**config.mk**
```make
export PLATFORM = sky130hd
export DESIGN_NAME = regfile_write_arbiter
export DESIGN_NICKNAME = d
export VERILOG_FILES = /design/src/rtl/regfile_write_arbiter.sv
export SDC_FILE = /design/constraint.sdc
export NUM_CORES = 1
export LEC_CHECK = 0
export BUFFER_PORTS_ARGS = -buffer_cell sky130_fd_sc_hd__buf_2
export CELL_PAD_IN_SITES_DETAIL_PLACEMENT = 0
export CELL_PAD_IN_SITES_GLOBAL_PLACEMENT = 1
export CORE_MARGIN = 1
export CORE_UTILIZATION = 31
export DETAILED_ROUTE_END_ITERATION = 16
export GPL_ROUTABILITY_DRIVEN = 0
export PLACE_DENSITY = 0.84
export SLEW_MARGIN = 40
export SYNTH_ARGS = -nofsm -noshare
export SYNTH_HDL_FRONTEND = slang
export SYNTH_SLANG_ARGS = --single-unit
export TNS_END_PERCENT = 20
```
**constraint.sdc**
```tcl
create_clock -name clk -period 2.9 [get_ports clk]
set_input_delay 0.145 -clock clk [delete_from_list [all_inputs] [get_ports clk]]
set_output_delay 0.145 -clock clk [all_outputs]
set_load 0.02 [all_outputs]
```
**src/rtl/regfile_write_arbiter.sv**
```systemverilog
// Round-robin arbiter for the single register-file write port, with a built-in
// sequencer that zeroes r1..rN-1 through that same port.
module regfile_write_arbiter #(
  parameter int NUM_REQ  = 3,
  parameter int DATA_W   = 16,
  parameter int ADDR_W   = 3,
  parameter int NUM_REGS = 8
) (
  input  logic                      clk,
  input  logic                      rst,
  input  logic [NUM_REQ-1:0]        req_valid_i,
  input  logic [NUM_REQ*ADDR_W-1:0] req_dest_i,
  input  logic [NUM_REQ*DATA_W-1:0] req_data_i,
  output logic [NUM_REQ-1:0]        req_ready_o,
  input  logic                      clear_start_i,
  output logic                      clear_busy_o,
  output logic                      clear_done_o,
  output logic                      rf_write_en_o,
  output logic [ADDR_W-1:0]         rf_write_dest_o,
  output logic [DATA_W-1:0]         rf_write_data_o,
  output logic [1:0]                last_grant_o
);

  typedef enum logic {
    ST_IDLE  = 1'b0,
    ST_CLEAR = 1'b1
  } state_e;

  localparam logic [ADDR_W-1:0] FIRST_IDX = ADDR_W'(1);
  localparam logic [ADDR_W-1:0] LAST_IDX  = ADDR_W'(NUM_REGS - 1);

  state_e              state_q;
  logic [1:0]          rr_ptr_q;
  logic [ADDR_W-1:0]   clr_idx_q;
  logic                clear_busy_q;
  logic                clear_done_q;
  logic                write_en_q;
  logic [ADDR_W-1:0]   write_dest_q;
  logic [DATA_W-1:0]   write_data_q;
  logic [1:0]          last_grant_q;

  logic [NUM_REQ-1:0]  req_ready_s;
  logic [1:0]          grant_idx_s;
  logic [1:0]          scan_idx_s;
  logic                found_s;
  logic [1:0]          next_ptr_s;
  logic [ADDR_W-1:0]   grant_dest_s;
  logic [DATA_W-1:0]   grant_data_s;
  logic [ADDR_W-1:0]   clr_next_s;

  // (base + offset) mod NUM_REQ, with offset < NUM_REQ
  function automatic logic [1:0] rr_index(input logic [1:0] base, input int offset);
    int sum;
    sum = int'(base) + offset;
    if (sum >= NUM_REQ) begin
      sum = sum - NUM_REQ;
    end else begin
      sum = sum;
    end
    return sum[1:0];
  endfunction

  // Grant the first valid requester at or after rr_ptr; a clear request blocks all grants.
  always_comb begin
    req_ready_s = '0;
    grant_idx_s = 2'd0;
    scan_idx_s  = 2'd0;
    found_s     = 1'b0;
    if ((state_q == ST_IDLE) && !clear_start_i) begin
      for (int k = 0; k < NUM_REQ; k++) begin
        scan_idx_s = rr_index(rr_ptr_q, k);
        if (!found_s && req_valid_i[scan_idx_s]) begin
          found_s     = 1'b1;
          grant_idx_s = scan_idx_s;
        end else begin
          found_s = found_s;
        end
      end
    end else begin
      found_s = 1'b0;
    end
    req_ready_s[grant_idx_s] = found_s;
  end

  assign next_ptr_s   = rr_index(grant_idx_s, 1);
  assign grant_dest_s = req_dest_i[int'(grant_idx_s)*ADDR_W +: ADDR_W];
  assign grant_data_s = req_data_i[int'(grant_idx_s)*DATA_W +: DATA_W];
  assign clr_next_s   = clr_idx_q + ADDR_W'(1);

  // Control FSM; the write port, status and grant history are all registered here.
  always_ff @(posedge clk or posedge rst) begin
    if (rst) begin
      state_q      <= ST_IDLE;
      rr_ptr_q     <= 2'd0;
      clr_idx_q    <= FIRST_IDX;
      clear_busy_q <= 1'b0;
      clear_done_q <= 1'b0;
      write_en_q   <= 1'b0;
      write_dest_q <= '0;
      write_data_q <= '0;
      last_grant_q <= 2'd0;
    end else begin
      case (state_q)
        ST_IDLE: begin
          if (clear_start_i) begin
            // The first clear write is presented in the first CLEAR cycle.
            state_q      <= ST_CLEAR;
            clr_idx_q    <= FIRST_IDX;
            write_en_q   <= 1'b1;
            write_dest_q <= FIRST_IDX;
            write_data_q <= '0;
            clear_busy_q <= (FIRST_IDX != LAST_IDX);
            clear_done_q <= (FIRST_IDX == LAST_IDX);
          end else if (found_s) begin
            write_en_q   <= (grant_dest_s != '0);
            write_dest_q <= grant_dest_s;
            write_data_q <= grant_data_s;
            rr_ptr_q     <= next_ptr_s;
            last_grant_q <= grant_idx_s;
            clear_done_q <= 1'b0;
          end else begin
            write_en_q   <= 1'b0;
            clear_done_q <= 1'b0;
          end
        end
        ST_CLEAR: begin
          if (clr_idx_q == LAST_IDX) begin
            state_q      <= ST_IDLE;
            clr_idx_q    <= FIRST_IDX;
            write_en_q   <= 1'b0;
            clear_busy_q <= 1'b0;
            clear_done_q <= 1'b0;
          end else begin
            // Done and the final write land together; busy drops in that same cycle.
            clr_idx_q    <= clr_next_s;
            write_en_q   <= 1'b1;
            write_dest_q <= clr_next_s;
            write_data_q <= '0;
            clear_busy_q <= (clr_next_s != LAST_IDX);
            clear_done_q <= (clr_next_s == LAST_IDX);
          end
        end
        default: begin
          state_q      <= ST_IDLE;
          clr_idx_q    <= FIRST_IDX;
          write_en_q   <= 1'b0;
          clear_busy_q <= 1'b0;
          clear_done_q <= 1'b0;
        end
      endcase
    end
  end

  assign req_ready_o     = req_ready_s;
  assign clear_busy_o    = clear_busy_q;
  assign clear_done_o    = clear_done_q;
  assign rf_write_en_o   = write_en_q;
  assign rf_write_dest_o = write_dest_q;
  assign rf_write_data_o = write_data_q;
  assign last_grant_o    = last_grant_q;

endmodule

```
* Word-level counts from Yosys, hierarchy flattened
Index checks and enable logic that the tools add are counted.
** Storage, ports and cells
- Register bits :: 30
- Latch bits :: 0
- Memory bits (writable) :: 0
- Memory bits (read-only) :: 0
- Input bits :: 63
- Output and inout port bits :: 27
- Logic and storage cells :: 95
- Memories :: 0
** Cells by class
- Add/sub/neg operators :: 8
- $mul :: 1
- Divide/modulo/power cells :: 0
- Magnitude comparators :: 9
- Equality and inequality tests :: 6
- Shift-type cells :: 2
- Mux-type cells :: 47
- Bitwise operators :: 3
- Reductions and logical operators :: 10
** Operators by type and width (number)
- 16-bit two-way mux :: 3
- 48-bit by 7-bit variable part select with 16-bit output :: 1
- 16-bit case mux with 2 select lines :: 1
- 2-bit two-way mux :: 11
- 1-bit two-way mux :: 17
- 3-bit two-way mux :: 5
- 2-bit by 3-bit less-than comparator with 1-bit output (second input constant) :: 4
- 3-bit case mux with 2 select lines :: 2
- 3-bit by 2-bit >= comparator with 1-bit output (second input constant) :: 3
- 9-bit by 5-bit variable part select with 3-bit output :: 1
- 1-bit case mux with 2 select lines :: 4
- 2-bit subtractor (second input constant) :: 4
- 2-bit by 1-bit adder with 3-bit output (second input constant) :: 2
- 1-bit binary-select mux with 2-bit select :: 3
- 3-bit == test (second input constant) :: 2
- 3-bit inequality test (second input constant) :: 2
- 1-bit logical AND :: 4
- 2-bit by 2-bit multiplier with 4-bit output (second input constant) :: 1
- 2-bit inequality test (second input constant) :: 2
- 2-bit by 2-bit adder with 3-bit output (second input constant) :: 1
- 3-bit by 1-bit adder with 3-bit output (second input constant) :: 1
- 3-bit AND :: 1
- 1-bit logical NOT :: 3
- 3-bit AND reduction :: 1
- other kinds (6) :: 7

* Longest topological paths before layout
Gate-level depths: netlist (run 1).
- Word-level depth :: 21
- Mapped depth :: 9
- Mapped depth without buffers :: 8

* Worst setup path after synthesis (run 1)
Ideal clock, no wire load.
- Path type :: register to output
- From :: register rr_ptr_q[0]
- To :: output port req_ready_o[0]
- Arrival time :: 2.189 ns
- Required time :: 2.755 ns
- Path slack :: 0.566 ns
- Cell stages (with the launch flop) :: 9
- Buffers on the path :: 1
- Cells stage by stage :: dfrtp_1 > inv_1 > ha_1 > nor2b_1 > o21ai_0 > o211a_2 > nor2_4 > buf_6 > nor3_1
** Between the ends
- Cells in the longest elaborated chain, start to end :: 20
- Elaborated cells between the ends (all ways) :: 40
- Classes of those cells :: add/sub (5); order compare (5); mux (24); bitwise (1); reduce/logical (5)
** Ends and longest elaborated chain
- from (decl) :: RTL line 33 : logic [1:0] rr_ptr_q;
- from (signal assigned) :: RTL line 118 : rr_ptr_q <= next_ptr_s;
- parallel branches: the longest is 19 deep, another holds 2-bit by 1-bit adder with 3-bit output
- 3-bit AND (no line) *
- to (decl) :: RTL line 14 : output logic [NUM_REQ-1:0] req_ready_o,
Every way passes the cells marked *. The select of a mux whose other input is x is not followed.

* Worst setup path after layout (run 1)
Same ends and word-level chain as after synthesis.

==> results of run 1 <==
[routing by layer]
layer	wire length, um	share of wire, %
met5	0	0
met4	69	1.3
met2	2333	45
met3	372	7.1
met1	2456	47
[worst register-to-register path: cells and delay by family (launching register included)]
| family | cells | cell delay, ns |
|---|---|---|
| flops | 1 | 0.40 |
| fa+ha+maj | 1 | 0.21 |
| compound gates | 4 | 1.13 |
| mux | 1 | 0.32 |
| simple gates | 1 | 0.28 |
| buf+inv | 1 | 0.10 |
[worst paths after layout]
| kind | startpoint | to | slack (ns) |
|---|---|---|---|
| min in group asynchronous | rst | clear_busy_o | 0.40 |
| hold / removal | req_data_i[0] | rf_write_data_o[0] | 0.08 |
| hold reg to reg | last_grant_o[1] | last_grant_o[1] | 0.48 |
| setup / recovery | rr_ptr_q[0] | req_ready_o[0] | 0.20 |
| setup reg to reg | rr_ptr_q[1] | rf_write_en_o | 0.34 |
| max in group asynchronous | rst | rf_write_data_o[11] | 1.88 |
[area by class of cell]
type,instances,area [um^2],area share [%]
clock inverter,3,40.04,1.622
multi-input combinational,134,991.0,40.14
clock buffer,5,68.82,2.788
inverter,9,33.78,1.368
timing repair buffer,95,493.0,19.97
sequential,30,752.0,30.46
tap,72,90.09,3.649
[placed cells by master, fill, tap and decap left out, types with 5 or more instances in the layout]
cell type                  count
sky130_fd_sc_hd__o21ai_1       8
sky130_fd_sc_hd__ha_1          7
sky130_fd_sc_hd__buf_4         5
sky130_fd_sc_hd__a221oi_1      5
sky130_fd_sc_hd__nand2_1      21
sky130_fd_sc_hd__buf_2        89
sky130_fd_sc_hd__a222oi_1      8
sky130_fd_sc_hd__inv_1         9
sky130_fd_sc_hd__dfrtp_1      29
sky130_fd_sc_hd__clkbuf_8      5
sky130_fd_sc_hd__nand3_1      11
sky130_fd_sc_hd__and3_1        8
sky130_fd_sc_hd__o21ai_0       7
[stage by stage]
step / hold WS, ns / utilization, %
floorplan: 0.2351 / -
CTS: 0.07331 / 44.02
global route: 0.07978 / 44.02
finish: 0.07558 / 44.02
detailed placement: 0.1595 / 41.90
global placement: 0.1589 / 41.90
[cells by family (layout without fill, tap and decap cells)]
logic type | Yosys count | count (layout) | share of synthesized area, %
adders and majority gates | 7 | 7 | 4.784
muxes | 5 | 5 | 3.007
AOI/OAI and AO/OA | 64 | 64 | 28.98
and+or+nand+nor | 58 | 58 | 17.09
buffers and inverters | 17 | 112 | 5.058
DFF | 30 | 30 | 41.08
[where the power goes]
part	internal, mW	total [mW]	switching, mW
Combinational	0.500	1.27	0.775
Clock	0.252	0.411	0.158
Sequential	0.572	0.673	0.101
[registers in the layout, indices dropped and copies added, names as in the netlist]
name,cells
clear_busy_o,1
clear_done_o,1
clr_idx_q,3
last_grant_o,2
rf_write_data_o,16
rf_write_dest_o,3
rf_write_en_o,1
rr_ptr_q,2
state_q,1
==> results.md, run 1 <==
- Run status: completed
- Achievable clock frequency: 369.7 MHz
- Cell accounting for the most synthesized area: sky130_fd_sc_hd__dfrtp_1
- Master of the slowest instance on the critical path: sky130_fd_sc_hd__dfrtp_1
- Final Critical Period: 2.705 ns
- Pre-antenna DRT Iters: 4
- Global routing usage summed across all routing layers: between 15 and 20%
- Final-report hold violation count: 0
- Synth warn: 0
- P_leak: 1.308 nW
- Required time at the worst-slack endpoint: 2.76 ns
- Proportion of netlist area held by the largest area contributor: 39.64%
- Area post-placement: 2350 um^2
- EDFF count, synth: 0
- Number of fill cells: 592
- Maximum buffer depth of the clock tree: 2
- TritonCTS clock tree: done
- Seq cells post-synth: 30
- Total power after layout: 2.358 mW
- Vertical die dimension: a little under 80 um
- Port-buffer cells: 89
- Post-DP HPWL: 4.119 mm
- Number of nets in the synthesized netlist: between 200 and 300
- Highest-utilization routing layer at the global route stage: met2
- Slowest Stage Delay on Critical Path: 0.40 ns
- Initial antenna violation count: 0
- Final design area excluding fillers: 2469 um^2
- Die outline area: 6217 um^2
- Total buffers and inverters traversed by the critical path: 2
- Number of max-cap violations: 0
- Number of remaining DRC errors: 0
- Main flop type after synthesis: sky130_fd_sc_hd__dfrtp_1
- Count of unique library cells instantiated by Yosys: 56
- WP depth: 8
- Signed area change from the synthesized netlist to the final layout: 34.86%
- Die extent in x: 78.85 um
- Cell depth of the worst min-delay path: 3
- Cell area after synthesis: roughly 1800 um^2
- GR met1 Demand/Resource: 23.53%
- Final WL: 5.231 mm
- Boundary Pins: 90
- Total global routing overflow: 0
- Worst hold-check path type: in -> reg
- Cell chain of the critical path: inv_1, ha_1, mux2i_2, o221ai_2, o211a_2, nor2_4, nor3_1, buf_2
- Arrival time worst endpoint: 2.56 ns
- TritonCTS buffer count: 5
- Wire length of the first global-routing pass: about 8.3 mm
- Post-route insts no fill: 348
- Root buffer cell: sky130_fd_sc_hd__clkbuf_8
- Share of synthesized area occupied by flip-flops and latches: 41.08%
- Kind of launch point of the worst setup path: flop
- Cell types occupying the most area after synthesis: sky130_fd_sc_hd__dfrtp_1 40%, sky130_fd_sc_hd__ha_1 4.8%, sky130_fd_sc_hd__a222oi_1 4.4%
- Met2 track demand over resource in global routing: 26.00%
- Maximum number of pins on one net before global-route repair: 21
- Detail-routed via count per cell: ~5.2
- Cells on worst reg2reg path: 8
- Max-slew violation count: 0
- CP max FO: 19
- Leading post-synthesis cells by instance count: 29 x sky130_fd_sc_hd__dfrtp_1, 21 x sky130_fd_sc_hd__nand2_1, 11 x sky130_fd_sc_hd__nand3_1
- Initial standard-cell utilization of the core: between 30% and 40%
- Pwr dens: ~960 nW/um^2
- Type of the worst setup path: reg -> out
- Share of synthesized flip-flops with an asynchronous set or reset: 100.0%
- Most numerous cell in the Yosys netlist: sky130_fd_sc_hd__dfrtp_1
- Core outline area: 5608 um^2
- Slew @ Worst Pin: 0.5207 ns
- Number of buffers inserted to repair setup after CTS: 0
- Clock insertion delay at the later pin of the skew report: 0.28 ns
- Setup Viol. Count Final: 0
- Gates resized, CTS repair: 0
- Maximum vdd ir drop: 0.2756 mV
- Worst setup skew after layout: 0.004864 ns
- Synthesized area per cell: 10.11 um^2
- Ant diodes: 0
- Number of standard-cell rows in the floorplan: 27
- Final period utilization: 93.27%
- Global Route met3 Usage: 4.828%
- Relative max-transition margin: 65.29%
- CTS sink count: 30
- Proportion of layout cells with a drive suffix above 1: 43.84%
- Post-route antenna net violation count: 0
- DR iter-0 viols: 91
- H-tree depth reported by CTS: 2
- Final setup TNS: 0 ns
- Worst path setup slack after routing: 0.1951 ns
- Worst slack at placement: 0.3735 ns
- Reg clk slew, reported paths: 0.07 ns
- Detailed-route wire length per cell: 15.03 um
- Vias in the first global route: 1,728
- Vias post-DR: 1,820
- Count of hold-fix buffers inserted at cts: 1
- Setup repair after global routing missed its margin: no
- Gate family responsible for the most delay along the worst path: compound AO/OA/AOI/OAI gates
- Capturing element type of the critical path: primary output
- Nets: between 300 and 400
- Mapped Cells: ~180
- Number of cells in the design after placement: 339
(Power assumes the default switching activity.)
==> run 2, diff against run 1 <==
Settings changed: CORE_ASPECT_RATIO from default to 0.9.
==> run 2 against run 1 <==
  * Global-route usage barely moved
  * Clock-buffer cell count increased by 1
  * Non-clock buffer count up 2
  * Clock skew hardly changed
  * Maximum frequency rose by 1.5%
  * Utilization fell by 0.64 points
  * Die area about the same
  * Critical path depth stayed put
  * Final cell count unchanged
  * Worst setup slack improved by 0.039 ns
  * Clock power shrank 12%
  * Via count down 0.71%
  * Critical endpoint unchanged
  * Largest power group unchanged
==> results.md, run 2 (synthesis results as in run 1) <==
- Die outline area: 6217 um^2 (about the same)
- Final-report hold violation count: 0 (unchanged)
- Wire length of the first global-routing pass: 8.280 mm (+0.25%)
- Cell depth of the worst min-delay path: 3 (unchanged)
- Proportion of layout cells with a drive suffix above 1: 44.60% (+0.76 points)
- Area taken by flip-flops and latches: 752.0 um^2 (unchanged)
- Pre-antenna DRT Iters: 5 (+1)
- Total global routing overflow: 0 (unchanged)
- Number of remaining DRC errors: 0 (unchanged)
- Core outline area: 5693 um^2 (+1.5%)
- Initial antenna violation count: 0 (unchanged)
- TritonCTS buffer count: 5 (unchanged)
- H-tree depth reported by CTS: 2 (unchanged)
- Type of the worst setup path: reg -> out
- Number of max-cap violations: 0 (unchanged)
- Final period utilization: 91.93% (-1.3 points)
- Worst min-delay path endpoint: rf_write_data_o[10]
- Maximum buffer depth of the clock tree: 2 (unchanged)
- Setup Viol. Count Final: 0 (unchanged)
- Sw Pwr: 1.076 mW (+4.0%)
- Die extent in x: 83 um (+5.3%)
- Final Critical Period: 2.666 ns (-0.03879 ns)
- Setup repair after global routing missed its margin: no
- Relative max-transition margin: 65.18% (-0.10 points)
- Vias post-DR: 1,807 (-0.71%)
- Clock insertion delay at the later pin of the skew report: 0.29 ns (about the same)
- Required time at the worst-slack endpoint: 2.76 ns (about the same)
- Vertical die dimension: 74.90 um (-5.0%)
- Max-slew violation count: 0 (unchanged)
- Number of fill cells: 568 (-4.1%)
- Post-DP HPWL: 4.025 mm (-2.3%)
- Maximum vdd ir drop: 0.3782 mV (+37%)
- Worst hold-check path type: in -> reg
- Root buffer cell: sky130_fd_sc_hd__clkbuf_8
- Post-route antenna net violation count: 0 (unchanged)
- Detailed-route wire length per cell: 15.11 um (+0.52%)
- Ant diodes: 0 (unchanged)
- Vias in the first global route: 1,641 (-5.0%)
- Startpoint of the lowest-slack register-to-register path: rr_ptr_q[0]
- Worst Hold Launch: req_data_i[10]
- Slew @ Worst Pin: 0.5217 ns (+0.0009713 ns)
- Cells on worst reg2reg path: 9 (+1)
- Initial standard-cell utilization of the core: 32.15% (-0.49 points)
- Number of standard-cell rows in the floorplan: 26 (-3.7%)
- Worst R2R End: rf_write_dest_o[0]
- Commonest cells after routing, fill and taps aside: 89 x sky130_fd_sc_hd__buf_2, 29 x sky130_fd_sc_hd__dfrtp_1, 21 x sky130_fd_sc_hd__nand2_1
- CP max FO: 19 (unchanged)
- P_leak: 1.306 nW (-0.15%)
- Total area of multi-input combinational cells: 993.5 um^2 (+0.25%)
- Reg clk slew, reported paths: 0.07 ns (about the same)
- Most frequent standard cell in the layout excluding fill and tap cells: sky130_fd_sc_hd__buf_2
- Internal power contribution: 1.271 mW (-4.0%)
- Signed area change from the synthesized netlist to the final layout: 34.93% (about the same)
- Final WL: 5.258 mm (+0.52%)
- DR iter-0 viols: 94 (+3.3%)
- Maximum number of pins on one net before global-route repair: 21 (unchanged)
- Port-buffer cells: 89 (unchanged)
- Boundary Pins: 90 (unchanged)
- Share of total power in the clock network: 15.3% (-2.1 points)
- Setup slack of the worst register-to-register path: 0.31 ns (-0.03 ns)
- Pwr dens: 950.4 nW/um^2 (-0.52%)
- Sequential group share of total power: 28.8% (+0.3 points)
- Nets: 347 (+0.58%)
- Detail-routed via count per cell: 5.193 (-0.71%)
- Worst setup skew after layout: 0.005280 ns (+0.0004160 ns)
- CTS sink count: 30 (unchanged)
- Arrival time worst endpoint: 2.52 ns (-0.04 ns)
- Capturing element type of the critical path: primary output
- Kind of launch point of the worst setup path: flop
- Achievable clock frequency: 375.1 MHz (+1.5%)
- Run status: completed
- Number of flip-flops in the largest register: 16 (unchanged)
- WHS: 0.07443 ns (-0.001146 ns)
- Final setup TNS: 0 ns (unchanged)
- Switching fraction of total power: 45.84% (+2.0 points)
- Global routing usage summed across all routing layers: 17.09% (about the same)
- TritonCTS clock tree: done
- Share of power burned in combinational logic: 55.9% (+1.8 points)
[run 2: cell types whose count changed in the layout (fill, tap and decap cells not counted), sizes merged]
cell | previous run | this run
clkbuf | 5 | 6
clkinv | 2 | 1
buf | 94 | 96
bufinv | 1 | 0
clkinvlp | 0 | 1
[run 2: worst max-delay path: stages, from the launching register on]
cell and delay (ns):
sky130_fd_sc_hd__dfrtp_1 0.40, sky130_fd_sc_hd__inv_1 0.11, sky130_fd_sc_hd__ha_2 0.26, sky130_fd_sc_hd__mux2i_2 0.32, sky130_fd_sc_hd__o221ai_2 0.15, sky130_fd_sc_hd__o211a_2 0.35
sky130_fd_sc_hd__nor2_4 0.38, sky130_fd_sc_hd__nor3_1 0.08, sky130_fd_sc_hd__buf_2 0.17
[run 2: power by group through the flow]
stage	registers, mW	clock network (mW)	logic [mW]
detailed placement	0.680	0	1.29
global route	0.697	0.386	1.45
CTS	0.676	0.370	1.29
finish	0.676	0.360	1.31
floorplan	0.775	0	0.844
global placement	0.679	0	1.26
[run 2: how the worst max path moves through the flow]
stage	from	endpoint	slack, ns
global route	rr_ptr_q[0]	req_ready_o[0]	0.05
finish	rr_ptr_q[0]	req_ready_o[0]	0.23
floorplan	rr_ptr_q[0]	req_ready_o[0]	0.57
detailed placement	rr_ptr_q[0]	rf_write_en_o	0.25
CTS	rr_ptr_q[0]	req_ready_o[1]	0.13
global placement	rr_ptr_q[1]	rf_write_en_o	0.29
[run 2: metal layers]
metal,up-vias,GRT usage [%],wire length (um)
li1,888,-,-
met1,839,24.40,2481
met2,72,25.59,2359
met3,8,4.386,358
met4,0,5.172,59
met5,-,0,0
[run 2: final cells by class]
| type | instances | area share (%) |
|---|---|---|
| tap | 70 | 3.546 |
| multi-input combinational | 134 | 40.22 |
| clock inverter | 2 | 0.5066 |
| clock buffer | 6 | 3.343 |
| sequential | 30 | 30.45 |
| inverter | 9 | 1.368 |
| timing repair buffer | 97 | 20.57 |
[run 2: metrics by stage]
| stage | instances | utilization (%) | power (mW) | setup WS, ns | instance area, um^2 |
|---|---|---|---|---|---|
| after floorplan | 181 | - | 1.620 | 0.5664 | 1831 |
| after global placement | 336 | 41.10 | 1.937 | 0.2930 | 2340 |
| after detailed placement | 336 | 41.10 | 1.969 | 0.2505 | 2340 |
| after CTS | 345 | 42.95 | 2.336 | 0.1311 | 2445 |
| after global routing | 348 | 43.38 | 2.534 | 0.05338 | 2470 |
| final | 348 | 43.38 | 2.347 | 0.2339 | 2470 |
[run 2: repair_timing]
action,in CTS,in global routing
endpoints found under the hold margin,12,0
endpoints found under the setup margin,0,7
setup buffers,0,3
hold buffers,1,0
gates resized for setup,0,1
